$ cat config.mk
export PLATFORM = sky130hd
export DESIGN_NAME = alu_seq
export DESIGN_NICKNAME = d
export VERILOG_FILES = /design/src/rtl/alu_pkg.sv /design/src/rtl/alu_mult_iter.sv /design/src/rtl/alu_seq.sv
export SDC_FILE = /design/constraint.sdc
export NUM_CORES = 1
export LEC_CHECK = 0
export ABC_AREA = 1
export BUFFER_PORTS_ARGS = -buffer_cell sky130_fd_sc_hd__buf_2
export CORE_ASPECT_RATIO = 0.5
export CORE_UTILIZATION = 40
export DETAILED_ROUTE_END_ITERATION = 10
export PLACE_DENSITY = 0.61
export SYNTH_ARGS = -nofsm -noshare
export SYNTH_HDL_FRONTEND = slang
export SYNTH_SLANG_ARGS = --single-unit
$ cat constraint.sdc
create_clock -name clk_i -period 1.8 [get_ports clk_i]
set_input_delay 0.09 -clock clk_i [delete_from_list [all_inputs] [get_ports clk_i]]
set_output_delay 0.09 -clock clk_i [all_outputs]
set_load 0.01 [all_outputs]
$ cat src/rtl/alu_pkg.sv
// Shared ALU control codes (as produced by ALU_Ctrl) and the alu_seq state encoding.
package alu_pkg;

  localparam logic [3:0] ALU_AND = 4'b0000;
  localparam logic [3:0] ALU_OR  = 4'b0001;
  localparam logic [3:0] ALU_ADD = 4'b0010;
  localparam logic [3:0] ALU_SUB = 4'b0110;
  localparam logic [3:0] ALU_SLT = 4'b0111;
  localparam logic [3:0] ALU_NOR = 4'b1100;
  localparam logic [3:0] ALU_MUL = 4'b1000;

  typedef enum logic [1:0] {
    IDLE = 2'd0,
    BUSY = 2'd1,
    DONE = 2'd2
  } alu_state_e;

endpackage

$ cat src/rtl/alu_mult_iter.sv
// Iterative shift-add multiplier: one multiplier bit per cycle, WIDTH cycles, low WIDTH product bits.
module alu_mult_iter #(
  parameter int WIDTH = 32
) (
  input  logic             clk_i,
  input  logic             rst_i,
  input  logic             start_i,
  input  logic [WIDTH-1:0] a_i,
  input  logic [WIDTH-1:0] b_i,
  output logic             busy_o,
  output logic             done_o,
  output logic [WIDTH-1:0] product_o
);

  localparam int CW = $clog2(WIDTH + 1);

  logic [WIDTH-1:0] mcand_q, mplier_q, acc_q, acc_d;
  logic [CW-1:0]    cnt_q;
  logic             busy_q;

  // done_o/product_o describe the final step, so the caller can latch on the same edge.
  assign acc_d     = acc_q + (mplier_q[0] ? mcand_q : '0);
  assign busy_o    = busy_q;
  assign done_o    = busy_q && (cnt_q == CW'(1));
  assign product_o = acc_d;

  always_ff @(posedge clk_i or negedge rst_i) begin
    if (!rst_i) begin
      mcand_q  <= '0;
      mplier_q <= '0;
      acc_q    <= '0;
      cnt_q    <= '0;
      busy_q   <= 1'b0;
    end else if (start_i) begin
      mcand_q  <= a_i;
      mplier_q <= b_i;
      acc_q    <= '0;
      cnt_q    <= CW'(WIDTH);
      busy_q   <= 1'b1;
    end else if (busy_q) begin
      acc_q    <= acc_d;
      mcand_q  <= mcand_q << 1;
      mplier_q <= mplier_q >> 1;
      cnt_q    <= cnt_q - CW'(1);
      if (cnt_q == CW'(1)) busy_q <= 1'b0;
    end
  end

endmodule

$ cat src/rtl/alu_seq.sv
// Sequential ALU with valid/ready request and result handshakes.
// Define ALU_SEQ_MULT_EN to add the iterative multiply (code 1000); otherwise 1000 is illegal.
module alu_seq
  import alu_pkg::*;
#(
  parameter int WIDTH = 32
) (
  input  logic             clk_i,
  input  logic             rst_i,
  input  logic [3:0]       ctrl_i,
  input  logic [WIDTH-1:0] src1_i,
  input  logic [WIDTH-1:0] src2_i,
  input  logic             valid_i,
  output logic             ready_o,
  output logic [WIDTH-1:0] result_o,
  output logic             zero_o,
  output logic             ovf_o,
  output logic             illegal_o,
  output logic             valid_o,
  input  logic             ready_i,
  output logic [1:0]       state_o
);

  // Handshakes: a transfer happens on a rising edge where valid and ready are both high;
  // the producer holds its payload stable while valid is high and ready is low.

  alu_state_e       state_q;
  logic [WIDTH-1:0] result_q, res_d, sum_d, diff_d;
  logic             zero_q, ovf_q, illegal_q, valid_q;
  logic             ovf_d, illegal_d, is_mul_d, accept;

  assign ready_o   = (state_q == IDLE) || (state_q == DONE && ready_i);
  assign accept    = valid_i && ready_o;
  assign result_o  = result_q;
  assign zero_o    = zero_q;
  assign ovf_o     = ovf_q;
  assign illegal_o = illegal_q;
  assign valid_o   = valid_q;
  assign state_o   = state_q;

  assign sum_d  = src1_i + src2_i;
  assign diff_d = src1_i - src2_i;

  always_comb begin
    res_d     = '0;
    ovf_d     = 1'b0;
    illegal_d = 1'b0;
    is_mul_d  = 1'b0;
    case (ctrl_i)
      ALU_AND: res_d = src1_i & src2_i;
      ALU_OR:  res_d = src1_i | src2_i;
      ALU_ADD: begin
        res_d = sum_d;
        ovf_d = (src1_i[WIDTH-1] == src2_i[WIDTH-1]) && (sum_d[WIDTH-1] != src1_i[WIDTH-1]);
      end
      ALU_SUB: begin
        res_d = diff_d;
        ovf_d = (src1_i[WIDTH-1] != src2_i[WIDTH-1]) && (diff_d[WIDTH-1] != src1_i[WIDTH-1]);
      end
      ALU_SLT: res_d = {{(WIDTH-1){1'b0}}, ($signed(src1_i) < $signed(src2_i))};
      ALU_NOR: res_d = ~(src1_i | src2_i);
`ifdef ALU_SEQ_MULT_EN
      ALU_MUL: is_mul_d = 1'b1;
`endif
      default: illegal_d = 1'b1;
    endcase
  end

`ifdef ALU_SEQ_MULT_EN
  logic             mult_busy, mult_done;
  logic [WIDTH-1:0] mult_product;

  alu_mult_iter #(.WIDTH(WIDTH)) u_mult (
    .clk_i     (clk_i),
    .rst_i     (rst_i),
    .start_i   (accept && is_mul_d),
    .a_i       (src1_i),
    .b_i       (src2_i),
    .busy_o    (mult_busy),
    .done_o    (mult_done),
    .product_o (mult_product)
  );
`endif

  always_ff @(posedge clk_i or negedge rst_i) begin
    if (!rst_i) begin
      state_q   <= IDLE;
      result_q  <= '0;
      zero_q    <= 1'b0;
      ovf_q     <= 1'b0;
      illegal_q <= 1'b0;
      valid_q   <= 1'b0;
    end else if (accept) begin
      if (is_mul_d) begin
        state_q   <= BUSY;
        result_q  <= '0;
        zero_q    <= 1'b0;
        ovf_q     <= 1'b0;
        illegal_q <= 1'b0;
        valid_q   <= 1'b0;
      end else begin
        state_q   <= DONE;
        result_q  <= res_d;
        zero_q    <= (res_d == '0);
        ovf_q     <= ovf_d;
        illegal_q <= illegal_d;
        valid_q   <= 1'b1;
      end
    end
`ifdef ALU_SEQ_MULT_EN
    else if (state_q == BUSY && mult_busy && mult_done) begin
      state_q   <= DONE;
      result_q  <= mult_product;
      zero_q    <= (mult_product == '0);
      ovf_q     <= 1'b0;
      illegal_q <= 1'b0;
      valid_q   <= 1'b1;
    end
`endif
    else if (state_q == DONE && ready_i) begin
      state_q <= IDLE;
      valid_q <= 1'b0;
    end
  end

endmodule

==> out/qor.txt <==
Status = finished with violations
Failing checks = setup timing
Post-Synthesis Cells = 1520
CTS Sinks = 36
First-pass GRT wire length = 55400 microns
Pin count of the biggest net entering global routing = 47
Minimum clock period = 2.05 ns
Worst slew pin tran = 0.857 ns
Clock Path Buffers = 2
Largest family of logic cells by synthesized area = simple AND/OR/NAND/NOR gates
Post-synth net total = 1696
Die H = 103 microns
Busiest grt layer = met2
Drt wl/cell = 16.8 microns
DP Area = 11400 sq um
Post-synthesis compound-gate area fraction = 9.01%
Crit path capture type = flop
Leakage = 7.80 nW
Most frequent cells in the layout = nand2_1, buf_4, inv_1
Post-synth EDFFs = 0
Final nets = 2146
FF+latch area = 901 sq um
H-tree depth = 2
Starting density of the core = 41.5%
Total grt overflow = 0
Peak Freq = 0.487 GHz
Adder and majority gate portion of the synthesized area = 16.0%
Setup Crit Path Kind = input port to flop
Mux cell area share after synthesis = 0%
Post-synthesis simple-gate area fraction = 46.2%
Worst clock skew = 0.00611 ns
FILL cells = 1751
Seq/Total Area, Yosys = 11.0%
XOR/XNOR Fraction of Synth Area = 0.107%
Final setup viols = 7
DR DRC count = 0
Port-buffer cells = 109
Ys Warns = 0
Clk root buf = clkbuf_16
Top_reg_cell synth = dfrtp_1
Remaining antenna violation count = 0
Max Cap Violations = 0
Met1 Usage GRT = 49.1%
Row count = 36
Syn avg cell area = 5.40 sq um
RePlAce Congestion = 1.01
CP arrival = 2.28 ns
Total global-route track usage = 34.4%
CTS tree = yes
R2R cell count = 11
Worst relative slew slack = 42.9%
Ant. Diodes = 0
Total vias in the final route = 11400
Skew-Pair Late Insertion Delay = 0.29 ns
Total wire length = 37600 microns
Initial antenna violation count = 0
Core area = 19800 sq um
Reg clk slew, reported paths = 0.06 ns
Area Overhead vs Synth = 69.2%
FFs w/ async S/R, synth = 100%
CP Launch Type = input port
CP Max Fanout = 4
Post-synth design cell area = 8200 sq um
Router iterations before antenna repair = 5
CP Data Required Time = 2.03 ns
Min-delay worst type = input port to flop
Die Area = 21100 sq um
Peak VDD IR = 0.367 mV
Fin crit share = 114%
Most common cell after layout, fill and taps aside = nand2_1
Final Hold Fails = 0
Post-DP HPWL = 30400 microns
Multi-input gate area = 7610 sq um
Met2 usage = 55.2%
Max-slew violations = 0
Unrepaired setup endpoints after global routing = yes
PnR Total Power = 6.11 mW
Power per cell area = 440 nW/um^2
Met3 Usage GRT = 4.54%
Vias in the first global route = 10400
Cell area after layout = 13900 sq um
PnR worst setup slack = -0.255 ns
Vias per cell = 5.08
#FFs+latches synth = 36
Die width = 205 microns
Initial DRC count = 928
Layout cells sized above 1 = 47.6%
Io pins = 111
Synth cell types = 36
CTS buffer count = 5
Hold Path Cell Cnt = 4
-- critical path, cell delays in order --
cell and delay, ns:
buf_8 0.08, inv_6 0.04, buf_4 0.13, fa_2 0.41, inv_2 0.12, nand2_4 0.07
nand2_4 0.08, nand2_2 0.06, nand2_2 0.14, inv_1 0.06, nor2_1 0.09, nor2_1 0.08
nor2_4 0.13, nand3_2 0.11, nor2_4 0.21, nand3_2 0.11, nor2_2 0.10, nand3_1 0.08
nand2_1 0.08
-- final cells by class --
cell class,count,share of cell area (%)
Multi-Input combinational cell,1130,54.8
Timing Repair Buffer,488,26.5
Inverter,309,8.62
Sequential cell,36,6.49
Tap cell,266,2.40
Clock buffer,5,0.901
Clock inverter,3,0.306
-- per-layer routing --
layer / vias to the layer above / wire (microns)
met3: 37 / 2800
met2: 412 / 16500
met5: - / 0
met1: 5336 / 17700
li1: 5581 / -
met4: 0 / 588
-- flip-flops by register name (all words and copies together) (netlist names) --
register and flops:
ovf_o 1, result_o 32, zero_o 1, state_o 1, illegal_o 1
-- per-stage QoR --
stage                     setup TNS (ns)  worst slack (ns)  utilization [%]  cells  hold WS [ns]
after floorplan                 -0.00325          -0.00325                -   1520        -0.206
after global placement            -13.01            -0.857             57.7   2184         0.193
after detailed placement          -13.57            -0.914             57.7   2184         0.241
after CTS                         -0.247            -0.150             64.0   2214        0.0831
after global routing               -1.99            -0.390             70.2   2237         0.122
final                             -0.788            -0.255             70.2   2237         0.100
-- path summary, 6_finish.rpt --
check | slack [ns] | from | endpoint
max | -0.25 | src1_i[1] | zero_o
min | 0.10 | ready_i | state_o[1]
max reg2reg | 0.08 | state_o[1] | zero_o
min reg2reg | 0.47 | result_o[17] | result_o[17]
max in group asynchronous | 0.80 | rst_i | result_o[31]
min in group asynchronous | 0.45 | rst_i | result_o[7]
-- report_power, final --
part	internal (mW)	switching (mW)
combinational	1.81	2.32
clock	0.651	0.373
sequential	0.904	0.0529
-- kinds of logic (layout without fill, tap and decap cells) --
logic type,count (synthesis),count (layout)
adder cells (fa/ha/maj),104,104
XOR/XNOR,1,1
flip-flops,36,36
buffers and inverters,354,805
AND/OR/NAND/NOR,903,903
other,1,1
AO/OA/AOI/OAI,121,121
-- synth_stat cells (all sizes together) (3+ instances only) --
master	n	share of area (%)
a21oi	48	3.0
nor2	175	8.9
and2	3	0.23
ha	102	16
o21bai	9	0.82
a221oi	24	2.6
nor3	8	0.63
a31oi	3	0.23
inv	308	14
dfrtp	36	11
buf	39	3.2
nand2	541	25
nand3	149	9.3
nand4	22	1.7
o21ai	32	2.0
clkbuf	6	0.27
o22ai	3	0.23
-- repair_timing --
item / CTS / global route
pin swaps: 57 / 107
endpoints found under the setup margin: 25 / 22
hold buffers: 1 / 0
hold endpoints to repair: 36 / 0
gates resized for setup: 256 / 312
buffers inserted: 22 / 23
No activity file was read; power rests on OpenSTA's default activity.
